===== src/rtl/serial_frame_rx.sv =====
// Oversampled (8 clocks/bit) serial frame receiver: start, DATA_BITS MSB-first, stop.
// Define SERIAL_RX_PARITY_EN to add an even-parity bit between the data bits and the stop bit.
module serial_frame_rx #(
  parameter int unsigned DATA_BITS = 8
) (
  input  logic                 clk,
  input  logic                 reset,
  input  logic                 rx_in,
  output logic [DATA_BITS-1:0] data_out,
  output logic                 data_valid,
  output logic                 frame_error,
  output logic                 busy
);

  localparam int unsigned CntW = (DATA_BITS > 1) ? $clog2(DATA_BITS) : 1;

  typedef enum logic [2:0] {
    StIdle,
    StStart,
    StData,
`ifdef SERIAL_RX_PARITY_EN
    StParity,
`endif
    StStop,
    StWaitIdle
  } state_e;

  state_e               state_q, state_d;
  logic [2:0]           phase_q;
  logic [CntW-1:0]      bit_cnt_q;
  logic [DATA_BITS-1:0] shift_q;
  logic [DATA_BITS:0]   shift_ext;
  logic                 armed_q;
  logic                 mid, start_chk, last_bit, par_bad;
  logic                 valid_d, err_d;

  assign mid       = (phase_q == 3'd7);
  assign start_chk = (phase_q == 3'd3);
  assign last_bit  = (bit_cnt_q == CntW'(DATA_BITS - 1));
  assign shift_ext = {shift_q, rx_in};

`ifdef SERIAL_RX_PARITY_EN
  logic par_acc_q, par_bad_q;
  assign par_bad = par_bad_q;
`else
  assign par_bad = 1'b0;
`endif

  // State register
  always_ff @(posedge clk) begin
    if (reset) state_q <= StIdle;
    else       state_q <= state_d;
  end

  // Next-state logic
  always_comb begin
    state_d = state_q;
    unique case (state_q)
      StIdle:     if (armed_q && !rx_in) state_d = StStart;
      StStart:    if (start_chk) state_d = rx_in ? StIdle : StData;
`ifdef SERIAL_RX_PARITY_EN
      StData:     if (mid && last_bit) state_d = StParity;
      StParity:   if (mid) state_d = StStop;
`else
      StData:     if (mid && last_bit) state_d = StStop;
`endif
      // A bad parity with a good stop bit needs no break absorption.
      StStop:     if (mid) state_d = rx_in ? StIdle : StWaitIdle;
      StWaitIdle: if (rx_in) state_d = StIdle;
      default:    state_d = StIdle;
    endcase
  end

  // Output decode
  always_comb begin
    busy    = (state_q != StIdle);
    valid_d = (state_q == StStop) && mid && rx_in && !par_bad;
    err_d   = (state_q == StStop) && mid && !(rx_in && !par_bad);
  end

  // Datapath and registered strobes
  always_ff @(posedge clk) begin
    if (reset) begin
      phase_q     <= 3'd0;
      bit_cnt_q   <= '0;
      shift_q     <= '0;
      armed_q     <= 1'b0;
      data_out    <= '0;
      data_valid  <= 1'b0;
      frame_error <= 1'b0;
    end else begin
      armed_q     <= armed_q | rx_in;
      data_valid  <= valid_d;
      frame_error <= err_d;
      if (valid_d) data_out <= shift_q;

      if (state_q == StIdle || (state_q == StStart && start_chk)) phase_q <= 3'd0;
      else                                                       phase_q <= phase_q + 3'd1;

      if (state_q != StData) bit_cnt_q <= '0;
      else if (mid)          bit_cnt_q <= bit_cnt_q + CntW'(1);

      if (state_q == StData && mid) shift_q <= shift_ext[DATA_BITS-1:0];
    end
  end

`ifdef SERIAL_RX_PARITY_EN
  always_ff @(posedge clk) begin
    if (reset) begin
      par_acc_q <= 1'b0;
      par_bad_q <= 1'b0;
    end else if (state_q == StStart) begin
      par_acc_q <= 1'b0;
      par_bad_q <= 1'b0;
    end else if (state_q == StData && mid) begin
      par_acc_q <= par_acc_q ^ rx_in;
    end else if (state_q == StParity && mid) begin
      par_bad_q <= par_acc_q ^ rx_in;
    end
  end
`endif

endmodule


===== config.mk =====
export PLATFORM = sky130hd
export DESIGN_NAME = serial_frame_rx
export DESIGN_NICKNAME = d
export VERILOG_FILES = /design/src/rtl/serial_frame_rx.sv
export SDC_FILE = /design/constraint.sdc
export NUM_CORES = 1
export LEC_CHECK = 0
export ABC_AREA = 1
export CAP_MARGIN = 20
export CELL_PAD_IN_SITES_DETAIL_PLACEMENT = 0
export CELL_PAD_IN_SITES_GLOBAL_PLACEMENT = 1
export CORE_MARGIN = 4
export CORE_UTILIZATION = 40
export DETAILED_ROUTE_END_ITERATION = 8
export PLACE_DENSITY_LB_ADDON = 0.1
export SLEW_MARGIN = 5
export SYNTH_ARGS = -nofsm -noshare
export SYNTH_HDL_FRONTEND = slang
export SYNTH_SLANG_ARGS = --single-unit

===== constraint.sdc =====
create_clock -name clk -period 1.85 [get_ports clk]
set_clock_uncertainty 0.1 [all_clocks]
set_input_delay 0.185 -clock clk [delete_from_list [all_inputs] [get_ports clk]]
set_output_delay 0.185 -clock clk [all_outputs]
set_load 0.02 [all_outputs]

=== After elaboration in Yosys (flattened, before gate mapping) ===
Cells that the tools add are included.

* Bits in registers: 28
* Input bits: 3

* Add/sub/neg operators: 2
* Eq/ne operators: 13
* Mux-type cells: 8
* Bitwise logic cells: 1
* Reductions and logical operators: 14

{| class="wikitable"
|+ Operators by type and width
! kind !! number
|-
| $mux 3 || 6
|-
| $pmux 3 s5 || 1
|-
| $ne 2x2->1 const B || 5
|-
| $eq 3x2->1 const B || 3
|-
| $eq 3x3->1 const B || 3
|-
| $logic_and 1x1->1 || 7
|-
| $add 3x1->3 const B || 2
|-
| $reduce_and 5->1 || 1
|-
| $reduce_or 2->1 || 2
|-
| $eq 3x1->1 const B || 1
|-
| $logic_not 3->1 || 1
|-
| $ne 3x2->1 const B || 1
|-
| $reduce_bool 3->1 || 1
|-
| $mux 2 || 1
|-
| $logic_not 1->1 || 1
|-
| $logic_or 1x1->1 || 1
|-
| $or 1x1->1 || 1
|}

=== Logic depth before layout (Yosys ltp) ===
Gate-level depths: netlist of the first run.

* Depth after elaboration: 4
* Mapped depth: 9

=== Worst setup path before layout of the first run ===
OpenSTA, ideal clock, no wires.

* Path kind: flip-flop to flip-flop
* Start: register phase_q[0]
* End: register data_out[4]
* Setup time: 0.066 ns
* Arrival time: 1.421 ns
* Data required time: 1.684 ns
* Setup slack: 0.263 ns
* Cell stages (with the launch flop): 9
* Buffers on the path: 2
* Cell sequence: dfxtp_1 ha_1 ha_1 clkbuf_2 inv_1 nor3_4 buf_6 o21ai_2 a21oi_2

* Cells in the longest elaborated chain, start to end: 3

{| class="wikitable"
|+ Ends and longest elaborated chain
! item !! line !! RTL
|-
| from (decl) || 29 || <nowiki>logic [2:0] phase_q;</nowiki>
|-
| from (signal assigned) || 98 || <nowiki>else phase_q <= phase_q + 3'd1;</nowiki>
|-
| $eq 3x3->1 || 37 || <nowiki>assign mid = (phase_q == 3'd7);</nowiki>
|-
| $logic_and 1x1->1 (2 in series) || 77 || <nowiki>valid_d = (state_q == StStop) && mid && rx_in && !par_bad;</nowiki>
|-
| to (signal assigned) || 95 || <nowiki>if (valid_d) data_out <= shift_q;</nowiki>
|-
| to (decl) || 9 || <nowiki>output logic [DATA_BITS-1:0] data_out,</nowiki>
|}

Every way passes these cells.
A chain may end at the register's enable or synchronous reset.

=== Worst setup path after layout of the first run ===
* Start: register phase_q[0]
* End: register data_out[3]

Same word-level chain as after synthesis.

==> flow_metrics.tcl, run 1 <==
set metrics [dict create \
    r2r_start "phase_q[0]" \
    hp-class "flop to flop" \
    antenna_found_initial 0 \
    fin_area_sq_um 1421 \
    dr_wl_met2_microns 916 \
    dp_cells 189 \
    clock_latency_ps 320 \
    cp.required_ps 2010 \
    drc 0 \
    critPathArrivalTime_ps 1800 \
    critPathKind "flop to flop" \
    drv_cap 0 \
    ctsLongestPathBuffers 2 \
    place_congestion 0.7808 \
    hpwl_microns 1599 \
    io_buffers 13 \
    cts-root-buf "clkbuf_4" \
    cts_hold_buf 0 \
    cp-start-kind "flop" \
    drtIter0Drc 37 \
    n_antenna_cell 0 \
    setup_viol 0 \
    rows 19 \
    synth_edf_count 0 \
    h-tree-depth 1 \
    cts.sinks 28 \
    ioPinCount 14 \
    highest_layer "met3" \
    final_layout_size_suffix_gt1_share_pct 13.58 \
    wl_met3_microns 80 \
    synthArstFlopShare_pct 0 \
    p_comb_share_pct 24.8 \
    maxSlewHeadroom_pct 63.76 \
    clk_pin_slew_worst_paths_ps 150 \
    critPathLaunch "phase_q[0]" \
    cp_max_fo 14 \
    ys.flop_type "dfxtp_1" \
    power_frac_clock_pct 28.1 \
    synth-seq-cells 28 \
    period_share_pct 88.73 \
    power.density_nw_per_um2 984.8 \
    synth_cells 144 \
    grt_pass1_vias 959 \
    grt-ovfl-total 0 \
    via_count 947 \
    grt_pass1_wl_microns 3960 \
    firstDrtPassIters 5 \
    hold_viol 0 \
    intPower_mw 0.9797 \
    leakagePower_nw 0.5937 \
    area_growth_pct 19.08 \
    syn_nets 153 \
    critPathCaptureType "flop" \
    p_switching_mw 0.4200 \
    period_needed_ps 1642 \
    pwr-share-seq_pct 47.2 \
    post-cts-setup-buffer-count 0 \
    die_w_microns 62.63 \
    cts-buffers-inserted 3 \
    status "finished, final reports clean" \
    die_area_sq_um 3922 \
    wl_microns 2132 \
    final.setup.tns_ps 0 \
    wl_met1_microns 1135 \
    initial_core_util_pct 42.55 \
    ys_types 23 \
    swShare_pct 30.01 \
    tightest_slew_ps 543.0 \
    place_area_sq_um 1369 \
    via_per_inst 4.907 \
    cts_tree "built" \
    core_sq_um 2805 \
    track_usage_pct 12.24 \
    rsz0062_at_grt "no" \
    die_h_microns 62.63 \
    fmax_mhz 609.2 \
    grt_max_degree 19 \
    netlist_area_sq_um 1194 \
    hp-start "phase_q[0]" \
    layout.cells.non_filler 193 \
    avgSynthCellArea_sq_um 8.289 \
    yosysWarnings 0 \
    ir_drop_mv 0.5555 \
    wl_per_cell_microns 11.05 \
    seq_area_frac_synth_pct 46.96 \
    fillers 284 \
    ant_nets 0 \
    drv_slew 0 \
    nNetsFinal 172 \
    power.total_mw 1.400 \
]
==> per-layer routing <==
layer  up-vias  track usage (%)
met2        18            19.44
met5         -                0
li1        503                -
met3         0            2.518
met4         0            5.510
met1       426            15.89
==> cells in the final DEF, fill, tap and decap left out, drive strengths merged <==
cell type | Yosys | final
dfxtp | 28 | 28
clkdlybuf4s50 | 0 | 12
buf | 3 | 5
o211ai | 1 | 1
nand2 | 16 | 16
nor2 | 23 | 23
nand3 | 12 | 12
bufinv | 0 | 1
nand4 | 1 | 1
dlygate4sd2 | 0 | 1
ha | 6 | 6
a21oi | 18 | 18
o21ai | 15 | 15
xnor2 | 1 | 1
inv | 18 | 18
clkbuf | 1 | 3
nor3 | 1 | 1
==> critical path: stages, from the launching register on <==
cell,delay (ps)
dfxtp_1,360
ha_1,190
ha_1,170
inv_1,100
nor3_4,180
buf_4,230
o21ai_0,100
a21oi_1,150
==> layout make-up <==
cell class | count | area [sq um] | area share [%]
multi-input combinational | 94 | 534.3 | 37.59
sequential | 28 | 561.8 | 39.52
inverter | 18 | 67.56 | 4.754
clock inverter | 1 | 30.03 | 2.113
clock buffer | 3 | 22.52 | 1.585
tap | 31 | 38.79 | 2.729
timing repair buffer | 18 | 166.4 | 11.71
==> synthesized netlist by cell type (2+ instances only) <==
library cell,number,area [sq um]
nand3_1,11,55.05
nand2_1,15,56.30
dfxtp_1,28,560.5
o21ai_0,9,45.04
a21oi_2,2,17.52
o21ai_1,3,15.01
ha_1,6,75.07
buf_6,2,22.52
a21oi_1,16,80.08
o21ai_2,3,26.28
inv_2,2,7.510
nor2_1,21,78.83
inv_1,16,60.06
==> through the flow <==
stage | setup slack (ps) | hold slack (ps) | utilization [%]
2_1_floorplan | 262.9 | 154.1 | -
3_3_place_gp | 254.7 | 307.3 | 48.80
3_5_place_dp | 218.4 | 313.4 | 48.80
4_1_cts | 200.7 | 333.6 | 50.67
5_1_grt | 29.06 | 368.6 | 50.67
6_report | 208.4 | 330.9 | 50.67
==> logic make-up after synthesis <==
family                   Yosys count  synth area share [%]
AND/OR/NAND/NOR                   53                 21.70
AO/OA/AOI/OAI                     34                 16.04
buffers and inverters             22                 8.281
XOR/XNOR                           1                0.7339
adder cells (fa/ha/maj)            6                 6.289
flip-flops                        28                 46.96
==> repair_timing <==
item,CTS,global route
gates resized for setup,2,0
endpoints found under the setup margin,1,0
endpoints found under the hold margin,0,0
==> sequential cells by signal, summed over array words and instances, names as in the netlist <==
| register | flops |
|---|---|
| armed_q | 1 |
| bit_cnt_q | 3 |
| data_valid | 1 |
| frame_error | 1 |
| state_q | 3 |
| phase_q | 3 |
| shift_q | 8 |
| data_out | 8 |
==> worst paths after layout <==
path	endpoint	slack, ps	depth (start not counted)
hold reg to reg	phase_q[0]	330	1
setup reg to reg	data_out[3]	210	7
hold / removal	phase_q[0]	330	1
setup / recovery	data_out[3]	210	7
==> power groups by stage <==
stage | logic [mW] | registers [mW] | clock network [mW]
finish | 0.347 | 0.660 | 0.393
global route | 0.392 | 0.667 | 0.432
CTS | 0.349 | 0.661 | 0.408
detailed placement | 0.357 | 0.672 | 0
global placement | 0.358 | 0.671 | 0
floorplan | 0.246 | 0.680 | 0
Note: power is estimated with default switching activity, not from simulation.
==> inputs of run 2 (changes only) <==
--- a/config.mk
+++ b/config.mk
@@ -12,6 +12,7 @@
 export CORE_MARGIN = 4
 export CORE_UTILIZATION = 40
 export DETAILED_ROUTE_END_ITERATION = 8
+export GPL_ROUTABILITY_DRIVEN = 0
 export PLACE_DENSITY_LB_ADDON = 0.1
 export SLEW_MARGIN = 5
 export SYNTH_ARGS = -nofsm -noshare
==> results of run 2 <==
Same layout as run 1: the final DEF is identical, and so are final timing and power.
